**src/rtl/acc_op_sequencer.sv**
```systemverilog
// Accumulator operation sequencer: accepts one op over valid/ready, computes the
// new ACC value from a snapshot of acc_out and a latched operand, and drives the
// ACC write port. MUL runs a 16-iteration shift-add before a single write-back.
module acc_op_sequencer #(
  parameter int unsigned WIDTH = 16
) (
  input  logic             clk,
  input  logic             rst,
  input  logic             req_valid,
  output logic             req_ready,
  input  logic [2:0]       req_op,
  input  logic [WIDTH-1:0] req_operand,
  input  logic [WIDTH-1:0] acc_out,
  output logic [WIDTH-1:0] acc_in,
  output logic             acc_w,
  output logic             busy,
  output logic             done,
  output logic             flag_z,
  output logic             flag_c
);

  localparam int unsigned CntW = $clog2(WIDTH);
  localparam logic [CntW-1:0] CntMax = CntW'(WIDTH - 1);

  localparam logic [2:0] OpNop  = 3'b000;
  localparam logic [2:0] OpLoad = 3'b001;
  localparam logic [2:0] OpAdd  = 3'b010;
  localparam logic [2:0] OpSub  = 3'b011;
  localparam logic [2:0] OpAnd  = 3'b100;
  localparam logic [2:0] OpOr   = 3'b101;
  localparam logic [2:0] OpXor  = 3'b110;
  localparam logic [2:0] OpMul  = 3'b111;

  typedef enum logic [2:0] {StIdle, StExec, StMul, StWb, StDone} state_e;

  state_e             state_q, state_d;
  logic [2:0]         op_q;
  logic [WIDTH-1:0]   a_q, b_q;
  logic [2*WIDTH-1:0] p_q;
  logic [CntW-1:0]    cnt_q;
  logic               z_q, c_q;

  logic [WIDTH:0]     sum;
  logic [WIDTH-1:0]   exec_res;
  logic               exec_c;
  logic               wr_c;
  logic               accept;

  assign accept    = (state_q == StIdle) && req_valid;
  assign req_ready = (state_q == StIdle);
  assign busy      = (state_q != StIdle);
  assign done      = (state_q == StDone);
  assign flag_z    = z_q;
  assign flag_c    = c_q;

  // Single-cycle ALU on the latched operands; only consumed in EXEC.
  always_comb begin
    sum      = {1'b0, a_q} + {1'b0, b_q};
    exec_res = '0;
    exec_c   = 1'b0;
    unique case (op_q)
      OpLoad: exec_res = b_q;
      OpAdd: begin
        exec_res = sum[WIDTH-1:0];
        exec_c   = sum[WIDTH];
      end
      OpSub: begin
        exec_res = a_q - b_q;
        exec_c   = (b_q > a_q);
      end
      OpAnd:   exec_res = a_q & b_q;
      OpOr:    exec_res = a_q | b_q;
      OpXor:   exec_res = a_q ^ b_q;
      OpNop, OpMul: exec_res = '0;
    endcase
  end

  // Next state and Moore-decoded ACC write port.
  always_comb begin
    state_d = state_q;
    acc_w   = 1'b0;
    acc_in  = '0;
    wr_c    = 1'b0;
    unique case (state_q)
      StIdle: begin
        if (req_valid) begin
          if (req_op == OpNop)      state_d = StDone;
          else if (req_op == OpMul) state_d = StMul;
          else                      state_d = StExec;
        end
      end
      StExec: begin
        acc_w   = 1'b1;
        acc_in  = exec_res;
        wr_c    = exec_c;
        state_d = StDone;
      end
      StMul: begin
        if (cnt_q == CntMax) state_d = StWb;
      end
      StWb: begin
        acc_w   = 1'b1;
        acc_in  = p_q[WIDTH-1:0];
        wr_c    = |p_q[2*WIDTH-1:WIDTH];
        state_d = StDone;
      end
      StDone:  state_d = StIdle;
      default: state_d = StIdle;
    endcase
  end

  // State register.
  always_ff @(posedge clk or posedge rst) begin
    if (rst) state_q <= StIdle;
    else     state_q <= state_d;
  end

  // Operand latches, multiply accumulator and flags.
  always_ff @(posedge clk or posedge rst) begin
    if (rst) begin
      op_q  <= OpNop;
      a_q   <= '0;
      b_q   <= '0;
      p_q   <= '0;
      cnt_q <= '0;
      z_q   <= 1'b0;
      c_q   <= 1'b0;
    end else begin
      if (accept) begin
        op_q  <= req_op;
        a_q   <= acc_out;
        b_q   <= req_operand;
        p_q   <= '0;
        cnt_q <= '0;
      end
      if (state_q == StMul) begin
        if (b_q[cnt_q]) p_q <= p_q + ({{WIDTH{1'b0}}, a_q} << cnt_q);
        cnt_q <= cnt_q + CntW'(1);
      end
      // Flags follow only actual ACC writes, so NOP and aborted ops leave them alone.
      if (acc_w) begin
        z_q <= (acc_in == '0);
        c_q <= wr_c;
      end
    end
  end

endmodule
```
**config.mk**
```make
export PLATFORM = sky130hd
export DESIGN_NAME = acc_op_sequencer
export DESIGN_NICKNAME = d
export VERILOG_FILES = /design/src/rtl/acc_op_sequencer.sv
export SDC_FILE = /design/constraint.sdc
export NUM_CORES = 1
export LEC_CHECK = 0
export CAP_MARGIN = 0
export CORE_MARGIN = 2
export CORE_UTILIZATION = 55
export DETAILED_ROUTE_END_ITERATION = 10
export PLACE_DENSITY_LB_ADDON = 0.2
export SETUP_SLACK_MARGIN = 0.4
export SYNTH_ARGS = -nofsm -noshare
export SYNTH_HDL_FRONTEND = slang
export SYNTH_SLANG_ARGS = --single-unit
```
**constraint.sdc**
```tcl
create_clock -name clk -period 4.72 [get_ports clk]
set_clock_uncertainty 0.05 [all_clocks]
set_input_delay 0.708 -clock clk [delete_from_list [all_inputs] [get_ports clk]]
set_output_delay 0.708 -clock clk [all_outputs]
set_load 0.02 [all_outputs]
```
==> out/metrics.yaml <==
run_status:
  status: "complete, no violations"
clock_network:
  clk_path_buf_depth: 2
  clk_pin_slew_ps: 60
  cts_root_buffer: "clkbuf_16"
  htreeDepth: 3
  numCtsBuffers: 9
  cts_tree: "yes"
  worstSkewPairLatency_ps: 340
  clkSinkCount: 76
  cts_hold_buf: 0
synthesis:
  yosysSeqAreaShare_pct: 22.7
  yosys_warnings: 0
  yosysMostFrequentCell: "a21oi_1"
  synth.cells.most_frequent: "91 x a21oi_1, 82 x ha_1, 80 x o21ai_0"
  ys.flop_type: "dfrtp_1"
  syn_nets: 1181
  synthArstFlopShare_pct: 100
  synth-edff-count: 0
  synth_area_leaders: "dfrtp_1 23%, ha_1 12%, a21oi_1 5.4%"
  synth_cell_type_count: 78
  synth_top_area_share_pct: 22.7
  synthesis.area_um2: 8390
  ys_ff_latch: 76
  yosys.area.top_type: "dfrtp_1"
  synth.avg_cell_area_um2: 7.93
  synthCells: 1058
floorplan:
  io_pins: 60
  design.die.area_um2: 16300
  rows: 45
  die_w_um: 127
  core_area_um2: 15000
  die_y_um: 127
  start_util_pct: 55.8
drt:
  wl_per_cell_um: 20.5
  drc: 0
  antenna_left: 0
  drt-total-wl_um: 26400
  num_vias: 8425
  dr.pass1.iters: 8
  vias_per_cell: 6.54
  drt-initial-drc-count: 850
global_routing:
  grt_pass1_wl_um: 42000
  grtUsageTotal_pct: 32.8
  antenna_found_initial: 0
  grt_start_max_net_pins: 53
  overflow: 0
  grt_pass1_vias: 7786
sta:
  finalSetupViolCount: 0
  rsz0062_at_grt: "yes"
  timing.final.hold_violations: 0
  post-route-min-period_ps: 4470
  max-slew-margin-rel_pct: 38.8
  fmax_ghz: 0.224
  tns_ps: 0
  worst_pin_slew_ps: 919
  period_share_pct: 94.7
  finalMaxSlewViolations: 0
placement:
  dp.final_hpwl_um: 20200
  gp_congestion: 0.993
  port_buffers: 59
  placed_cells: 1268
setup_path:
  cp.buffers_inverters: 4
  crit_slowest_cell: "dfrtp_2"
  cp_max_fo: 6
  crit_required_ps: 3960
  cp-startpoint: "a_q[0]"
  crit_chain: "inv_1, ha_1, inv_1, fa_1, nor2b_1, o211ai_1, a31oi_1, o31ai_2, buf_4, o211ai_1, xnor2_1, o221ai_1, and3_1, clkbuf_2"
  max_stage_delay_ps: 450
  start_kind: "flip-flop"
  path_class: "reg2out"
  crit-reg2reg-launch: "cnt_q[0]"
  cp.arrival_ps: 3710
  cp-end-kind: "output pin"
  critical-path-top-delay-family: "compound AO/OA/AOI/OAI gates"
power:
  ir_worst_vdd_mv: 0.343
  leakage_nw: 4.26
  p_per_area_nw_per_um2: 631
cells_and_area:
  diodes: 0
  nets: 1220
  synthToLayoutAreaGrowth_pct: 15.6
  fin_util_pct: 64.5
  drive_gt1_share_pct: 13.4
  layout.cells.non_filler: 1289
worst_hold_path:
  hold_start: "flag_z"
  hp-class: "reg2reg"
run:
  maxCapViolCount: 0
==> worst reg2reg max path: stages (launching register included) <==
cell and delay, ps:
dfrtp_2 450, buf_12 200, mux4_2 540, mux2_2 290, nor2_1 90, a21oi_1 60, ha_1 440, nand3_1 180
nor3_4 210, nand2_1 80, o311ai_1 470, a2111oi_2 150, nor3_2 270, a41o_1 240, nor2_1 50, a32o_1 240
==> worst paths after layout <==
kind                               to  depth (start not counted)  slack [ps]
setup / recovery           acc_in[14]                         14         250
hold / removal                 flag_z                          2         440
setup reg to reg              p_q[29]                         15         600
hold reg to reg                flag_z                          2         440
max in group asynchronous      a_q[8]                          3        2930
min in group asynchronous      p_q[2]                          2         740
==> registers in the layout, summed over array words and instances, names as in the netlist <==
signal / count
p_q: 32
a_q: 16
b_q: 16
cnt_q: 4
op_q: 3
state_q: 3
flag_c: 1
flag_z: 1
==> metrics by stage <==
| stage | power (W) | instance area, um^2 | hold slack [ps] | setup slack [ps] |
|---|---|---|---|---|
| after floorplan | 0.00396 | 8390 | 396 | 427 |
| after global placement | 0.00508 | 9190 | 414 | 320 |
| after detailed placement | 0.00511 | 9190 | 430 | 241 |
| after CTS | 0.00588 | 9540 | 443 | 231 |
| after global routing | 0.00657 | 9700 | 462 | 152 |
| final | 0.00612 | 9700 | 439 | 250 |
==> layer usage <==
metal	routed length, um	part of all wire (%)	track usage [%]	up-vias
met3	1810	6.9	4.98	66
met2	12100	46	52.1	372
met5	0	0	0	-
met1	11600	44	45.1	4001
li1	-	-	-	3986
met4	874	3.3	12.7	0
==> kinds of logic after synthesis <==
logic type      Yosys count  synth area share, %
compound gates          343                 26.5
simple gates            323                 19.3
buf+inv                 137                 6.38
xor+xnor                 31                 3.24
fa+ha+maj                85                 12.9
flops                    76                 22.7
mux                      63                 8.99
==> what timing repair did <==
| item | 4_1_cts | 5_1_grt |
|---|---|---|
| gates resized for setup | 20 | 39 |
| pin swaps | 2 | 6 |
| endpoints found under the setup margin | 9 | 15 |
| setup buffers | 1 | 5 |
==> final cells by class <==
cell class	instances	area, um^2
Multi-Input combinational cell	845	6120
Clock buffer	11	253
Fill cell	1315	5330
Timing Repair Buffer	92	860
Sequential cell	76	1910
Inverter	73	278
Tap cell	188	235
Clock inverter	4	48.8
==> cell usage in the layout (no fill, tap or decap), types with 7 or more instances in the layout <==
cell type	Yosys	final
o211ai_1	19	19
nor4_1	8	8
o21a_1	7	7
a31oi_1	18	18
nand2_1	65	63
and3_1	7	7
clkdlybuf4s50_1	0	53
ha_1	82	74
nand3_1	52	51
ha_2	0	7
o21ai_0	80	76
nor2_1	79	78
nor2b_1	9	9
xnor2_1	16	16
a211oi_1	25	20
a21o_1	11	11
inv_1	71	70
xor2_1	15	15
mux2_2	39	39
clkbuf_16	0	9
dfrtp_2	0	7
or3_1	9	9
mux2i_1	18	17
buf_4	0	31
nand2b_1	20	20
o21bai_1	9	9
nor3_1	30	28
o31ai_1	13	11
and2_1	8	8
a21oi_1	91	90
dfrtp_1	76	69
==> power by group <==
part | internal [W] | switching (W) | leakage, nW
logic | 0.00173 | 0.00250 | 3.14
registers | 0.000831 | 0.000364 | 0.967
clock network | 0.000434 | 0.000263 | 0.151
total | 0.00299 | 0.00313 | 4.26
No activity file was read; power rests on OpenSTA's default activity.
